File: src/rtl/ps2_lane_decoder.sv
// ps2_lane_decoder: PS/2 scancode stream to per-lane press/release pulses and held levels
module ps2_lane_decoder #(
  parameter int                     NUM_LANES  = 4,
  parameter logic [8*NUM_LANES-1:0] LANE_CODES = {8'h42, 8'h3B, 8'h2B, 8'h23},
  parameter logic [23:0]            TIMEOUT    = 24'd2_500_000
) (
  input  logic                 clock,
  input  logic                 resetn,
  input  logic [7:0]           scancode,
  input  logic                 scan_valid,
  input  logic                 enable,
  output logic [NUM_LANES-1:0] key_press,
  output logic [NUM_LANES-1:0] key_release,
  output logic [NUM_LANES-1:0] key_held,
  output logic                 any_held,
  output logic                 wrong_key,
  output logic                 break_seen
);
  typedef enum logic [1:0] {IDLE, BRK, EXT, EXT_BRK} state_t;
  state_t               state_q, state_d;
  logic [23:0]          cnt_q, cnt_d;
  logic [NUM_LANES-1:0] press_q, press_d, release_q, release_d, held_q, held_d, lane_oh;
  logic                 wrong_q, wrong_d, brk_q, brk_d, hit;
  // Scan high to low so the lowest matching index wins; 8'h00 entries are padding.
  always_comb begin
    lane_oh = '0;
    for (int i = NUM_LANES - 1; i >= 0; i--)
      if (scancode != 8'h00 && scancode == LANE_CODES[8*i +: 8]) begin
        lane_oh = '0;
        lane_oh[i] = 1'b1;
      end
    hit = |lane_oh;
  end
  always_comb begin
    state_d   = state_q;
    cnt_d     = cnt_q;
    held_d    = held_q;
    press_d   = '0;
    release_d = '0;
    wrong_d   = 1'b0;
    brk_d     = 1'b0;
    if (scan_valid) begin
      cnt_d = '0;
      case (state_q)
        IDLE: begin
          state_d = scancode == 8'hF0 ? BRK : scancode == 8'hE0 ? EXT : IDLE;
          if (scancode != 8'hF0 && scancode != 8'hE0) begin
            held_d  = held_q | lane_oh;
            press_d = lane_oh & ~held_q & {NUM_LANES{enable}};
            wrong_d = !hit && enable;
          end
        end
        BRK: begin
          release_d = lane_oh & held_q;
          held_d    = held_q & ~lane_oh;
          brk_d     = 1'b1;
          state_d   = IDLE;
        end
        EXT:     state_d = scancode == 8'hF0 ? EXT_BRK : IDLE;
        default: begin
          brk_d   = 1'b1;
          state_d = IDLE;
        end
      endcase
    end else if (state_q != IDLE) begin
      cnt_d = cnt_q + 24'd1;
      if (cnt_d == TIMEOUT) begin
        state_d = IDLE;
        cnt_d   = '0;
      end
    end
  end
  always_ff @(posedge clock or negedge resetn) begin
    if (!resetn) begin
      state_q   <= IDLE;
      cnt_q     <= '0;
      press_q   <= '0;
      release_q <= '0;
      held_q    <= '0;
      wrong_q   <= 1'b0;
      brk_q     <= 1'b0;
    end else begin
      state_q   <= state_d;
      cnt_q     <= cnt_d;
      press_q   <= press_d;
      release_q <= release_d;
      held_q    <= held_d;
      wrong_q   <= wrong_d;
      brk_q     <= brk_d;
    end
  end
  assign key_press   = press_q;
  assign key_release = release_q;
  assign key_held    = held_q;
  assign any_held    = |held_q;
  assign wrong_key   = wrong_q;
  assign break_seen  = brk_q;
endmodule

File: config.mk
export PLATFORM = sky130hd
export DESIGN_NAME = ps2_lane_decoder
export DESIGN_NICKNAME = d
export VERILOG_FILES = /design/src/rtl/ps2_lane_decoder.sv
export SDC_FILE = /design/constraint.sdc
export NUM_CORES = 1
export LEC_CHECK = 0
export CORE_ASPECT_RATIO = 1.75
export CORE_UTILIZATION = 45
export CTS_BUF_LIST = sky130_fd_sc_hd__clkbuf_16
export DETAILED_ROUTE_END_ITERATION = 10
export PLACE_DENSITY = 0.67
export SKIP_LAST_GASP = 1
export SYNTH_ARGS = -nofsm -noshare
export SYNTH_HDL_FRONTEND = slang
export SYNTH_SLANG_ARGS = --single-unit
File: constraint.sdc
create_clock -name clock -period 5.4 [get_ports clock]
set_input_delay 1.08 -clock clock [delete_from_list [all_inputs] [get_ports clock]]
set_output_delay 1.08 -clock clock [all_outputs]
set_load 0.01 [all_outputs]
Word level (Yosys, flattened, before mapping)
Index checks and enable logic that the tools add are counted.
Widths: inputs -> output; s select.
- bits in registers: 40
- input bits: 12
- output and inout port bits: 15
- logic and storage cells: 71
- add/sub/neg operators: 1
- eq/ne operators: 12
- mux-type cells: 26
- bitwise gates (word level): 7
- reductions and logical operators: 18
- operators with widths (operator ; number):
    $mux 24 ; 3
    $mux 4 ; 10
    $add 24x1->24 const B ; 1
    $eq 24x22->1 const B ; 1
    $eq 8x6->1 const B ; 3
    $and 4x4->4 ; 4
    $eq 8x8->1 const B ; 2
    $ne 8x8->1 const B ; 2
    $mux 2 ; 6
    $eq 8x7->1 const B ; 1
    $not 4->4 ; 2
    $pmux 4 s2 ; 1
    $reduce_bool 2->1 ; 4
    $reduce_bool 8->1 ; 1
    $reduce_or 4->1 ; 2
    $logic_and 1x1->1 ; 6
    $mux 1 ; 5
    $or 4x4->4 ; 1
    $pmux 2 s2 ; 1
    $reduce_and 3->1 ; 1
    $eq 2x1->1 const B ; 1
    $eq 2x2->1 const B ; 1
    $logic_not 2->1 ; 1
    $ne 2x2->1 const B ; 1
    other kinds (3) ; 3

Logic depth before layout (Yosys ltp)
- word-level depth: 12
- gate-level depth with buffers: 9
- gate-level depth less buffers: 8

Worst setup path before layout
No wires, ideal clock.
- path type: input to register
- from: in scancode[4]
- to: reg (tool-made name)
- setup time: 135 ps
- arrival time: 2570 ps
- required time: 5265 ps
- setup slack: 2695 ps
- stages: 5
- buffers on the path: 1
- cell sequence: clkbuf_1 > or4b_2 > or4_1 > o21ai_0 > o31ai_1
- RTL lines (what ; RTL line ; RTL):
    from (decl) ; 9 ; input logic [7:0] scancode,

Final worst setup path
- from: reg cnt_q[0]
- to: reg cnt_q[17]
- cells in the longest elaborated chain, start to end: 5
- ends and longest elaborated chain (what ; RTL line ; RTL):
    from (decl) ; 21 ; logic [23:0] cnt_q, cnt_d;
    from (signal assigned) ; 84 ; cnt_q <= cnt_d;
    $add 24x1->24 * ; 66 ; cnt_d = cnt_q + 24'd1;
    $eq 24x22->1 ; 67 ; if (cnt_d == TIMEOUT) begin
    $mux 24 * ; 67 ;
    $mux 24 * ; 65 ; end else if (state_q != IDLE) begin
    $mux 24 * ; 42 ; if (scan_valid) begin
Mark *: on every way between the ends. The rest lies on a longest branch, timed or not. The select of a mux whose other input is x is not followed.
A chain may end at the register's enable or synchronous reset.

==> flow_metrics.env <==
export IMPL_grt_max_degree=41
export IMPL_fin_setup_tns_ns=0
export IMPL_seq_area_frac_synth_pct=41.0
export IMPL_peakVddDrop_v=0.000216
export IMPL_fin_area_um2=2910
export IMPL_synth_area_um2=2440
export IMPL_synth_cells=273
export IMPL_firstDrtPassIters=5
export IMPL_placed_cells=342
export IMPL_core_area_um2=5260
export IMPL_worstHoldPathCells=1
export IMPL_dr_total_vias=2165
export IMPL_cp_start_kind="register"
export IMPL_clk_latency_ns=0.28
export IMPL_synth_cell_types=58
export IMPL_drv_slew=0
export IMPL_overflow=0
export IMPL_placed_cell_area_um2=2720
export IMPL_cp_required_ns=5.55
export IMPL_remaining_drc_errors=0
export IMPL_synthArstFlopShare_pct=100
export IMPL_critical_path_endpoint_type="register"
export IMPL_track_usage_pct=23.7
export IMPL_cts_resized=0
export IMPL_period_share_pct=60.3
export IMPL_die_width_um=57.7
export IMPL_crit_type="register to register"
export IMPL_drive_gt1_share_pct=7.82
export IMPL_cp_arrival_ns=3.41
export IMPL_wire_per_inst_um=17.6
export IMPL_clock_sinks=40
export IMPL_setup_viol=0
export IMPL_gp_congestion=0.865
export IMPL_cts_tree="built"
export IMPL_viasPerCell=6.20
export IMPL_synthFlopType="dfrtp_1"
export IMPL_grt_pass1_vias=2120
export IMPL_hp_class="register to register"
export IMPL_postCtsHoldBufs=0
export IMPL_cts_root_buf="clkbuf_16"
export IMPL_path_cells="ha_1 -> nand3_1 -> nor4_1 -> a21boi_1 -> a211oi_1 -> nand3b_1 -> o41ai_4 -> nor2_1"
export IMPL_drt_iter0_drc=47
export IMPL_multi_input_area_um2=1360
export IMPL_reg2reg_depth=8
export IMPL_slowest_delay_ns=0.61
export IMPL_cts_max_level=2
export IMPL_fillers=472
export IMPL_syn_area_per_cell_um2=8.95
export IMPL_fp_dieH_um=99.5
export IMPL_worstPathMaxFanout=8
export IMPL_path_clk_slew_ns=0.06
export IMPL_rsz0062_at_grt="false"
export IMPL_max_slew_margin_rel_pct=37.6
export IMPL_synth_warnings=0
export IMPL_area_growth_syn_to_layout_pct=19.0
export IMPL_hpwl_um=4570
export IMPL_synth_edf_count=0
export IMPL_drtAntennaViolNets=0
export IMPL_fin_skew_ns=0.00363
export IMPL_regArea_um2=1000
export IMPL_cts_inserted_buffers=5
export IMPL_power_static_leakage_nw=1.10
export IMPL_status="complete, no violations"
export IMPL_die_area_um2=5740
export IMPL_row_count=35
export IMPL_antenna_found_initial=0
export IMPL_fin_cells=349
export IMPL_tightest_slew_ns=0.933
export IMPL_postCtsSetupRepairBufs=0
export IMPL_clk_path_buf_depth=2
export IMPL_max_cap_violations=0
export IMPL_fin_crit_ns=3.26
export IMPL_layout_nets=307
export IMPL_power_density_nw_per_um2=260
export IMPL_ys_seq_elements=40
export IMPL_grt_pass1_wl_um=10200
export IMPL_diodes=0
export IMPL_numPortBuffers=26
export IMPL_floorplan_initialDensity_pct=46.5
export IMPL_max_freq_ghz=0.307
export IMPL_hold_violations=0
export IMPL_synth_fp_nets=286
export IMPL_drt_wl_total_um=6140
export IMPL_cp_slowest_cell="nor4_1"
export IMPL_io_pins=27
## registers in the layout, indices dropped and copies added (netlist names), named ones only
name and cells:
state_q 2, key_press 4, cnt_q 24, break_seen 1
key_release 4, wrong_key 1
## stage by stage
step	utilization, %	hold slack (ns)	power (mW)	setup slack, ns
after floorplan	-	0.518	0.348	2.69
after global placement	51.8	0.523	0.380	2.08
after detailed placement	51.8	0.519	0.381	2.03
after CTS	55.3	0.541	0.760	2.13
after global routing	55.3	0.569	0.776	1.87
final	55.3	0.536	0.755	2.14
## layout make-up
class                      instances  area share (%)
clock buffer                       5            4.30
clock inverter                     2            2.07
inverter                           7           0.904
multi-input combinational        213            46.9
sequential                        40            34.4
tap                               55            2.37
timing repair buffer              27            9.04
## power by group
group	internal [mW]	leakage, nW	total, mW	switching (mW)
sequential	0.306	0.553	0.317	0.0111
combinational	0.0250	0.459	0.0578	0.0328
clock	0.262	0.0899	0.380	0.118
total	0.593	1.10	0.755	0.162
## synth_stat cells, types with 2 or more instances
cell type / number / share of area (%)
a2bb2oi_1: 2 / 0.72
nor4_1: 6 / 1.5
o41ai_1: 3 / 1.1
a21oi_1: 8 / 1.6
inv_1: 7 / 1.1
nand4b_1: 4 / 1.4
and2_1: 3 / 0.77
o21ai_0: 8 / 1.6
nand2_1: 30 / 4.6
nand3_1: 11 / 2.3
and3_1: 4 / 1.0
xnor2_1: 6 / 2.2
nand2b_1: 5 / 1.3
nor4_4: 2 / 1.7
a31oi_1: 3 / 0.77
nor3b_1: 2 / 0.61
nand3b_1: 2 / 0.61
xor2_1: 8 / 2.9
nor2_1: 33 / 5.1
dfrtp_1: 40 / 41
a311oi_1: 2 / 0.72
nand4_1: 8 / 2.0
or4_1: 5 / 1.5
a211oi_1: 4 / 1.2
o31ai_1: 7 / 2.2
nand3_2: 2 / 0.82
or3_1: 2 / 0.51
clkbuf_1: 11 / 1.7
nor3_1: 16 / 3.3
## worst paths after layout
path / startpoint / end / slack, ns
max in group asynchronous: resetn / cnt_q[9]$_DFFE_PN0P_ / 3.93
min: register / key_press[0]$_DFF_PN0_ / 0.54
max: cnt_q[0]$_DFFE_PN0P_ / cnt_q[17]$_DFFE_PN0P_ / 2.14
max reg2reg: cnt_q[0]$_DFFE_PN0P_ / cnt_q[17]$_DFFE_PN0P_ / 2.14
min in group asynchronous: resetn / cnt_q[18]$_DFFE_PN0P_ / 0.91
min reg2reg: register / key_press[0]$_DFF_PN0_ / 0.54
## worst max-delay path, delay by kind of cell, from the launching register on
family | cells | cell delay, ns
simple gates | 4 | 1.18
compound gates | 3 | 1.08
flops | 1 | 0.51
fa+ha+maj | 1 | 0.34
## metal layers
metal | wire, um | share of wire, % | up-vias | global-route usage, %
li1 | - | - | 1052 | -
met1 | 2240 | 37 | 1023 | 24.4
met2 | 3420 | 56 | 70 | 43.6
met3 | 213 | 3.5 | 20 | 3.90
met4 | 253 | 4.1 | 0 | 14.1
met5 | 0 | 0 | - | 0
## cell families after synthesis
logic type | count (synthesis) | synth area share, %
xor gates and xnor gates | 14 | 5.02
AOI/OAI and AO/OA | 54 | 16.9
muxes | 2 | 0.871
DFF | 40 | 41.0
adders and majority gates | 1 | 0.512
buffers and inverters | 20 | 3.43
and+or+nand+nor | 142 | 32.3
## cells in the final DEF, fill, tap and decap left out, drive strengths merged, types with 2 or more instances in the layout
| cell | Yosys | final |
|---|---|---|
| a211oi | 4 | 4 |
| a21boi | 2 | 2 |
| a21oi | 8 | 8 |
| a2bb2oi | 2 | 2 |
| a311oi | 2 | 2 |
| a31oi | 3 | 3 |
| and2 | 3 | 3 |
| and3 | 4 | 4 |
| buf | 2 | 2 |
| bufinv | 0 | 2 |
| clkbuf | 11 | 5 |
| clkdlybuf4s50 | 0 | 25 |
| dfrtp | 40 | 40 |
| inv | 7 | 7 |
| nand2 | 30 | 30 |
| nand2b | 5 | 5 |
| nand3 | 13 | 13 |
| nand3b | 2 | 2 |
| nand4 | 9 | 9 |
| nand4b | 4 | 4 |
| nor2 | 33 | 33 |
| nor3 | 16 | 16 |
| nor3b | 2 | 2 |
| nor4 | 8 | 8 |
| o21ai | 9 | 9 |
| o31ai | 8 | 8 |
| o41ai | 5 | 5 |
| or3 | 2 | 2 |
| or4 | 6 | 6 |
| xnor2 | 6 | 6 |
| xor2 | 8 | 8 |
Note: power is estimated with default switching activity, not from simulation.
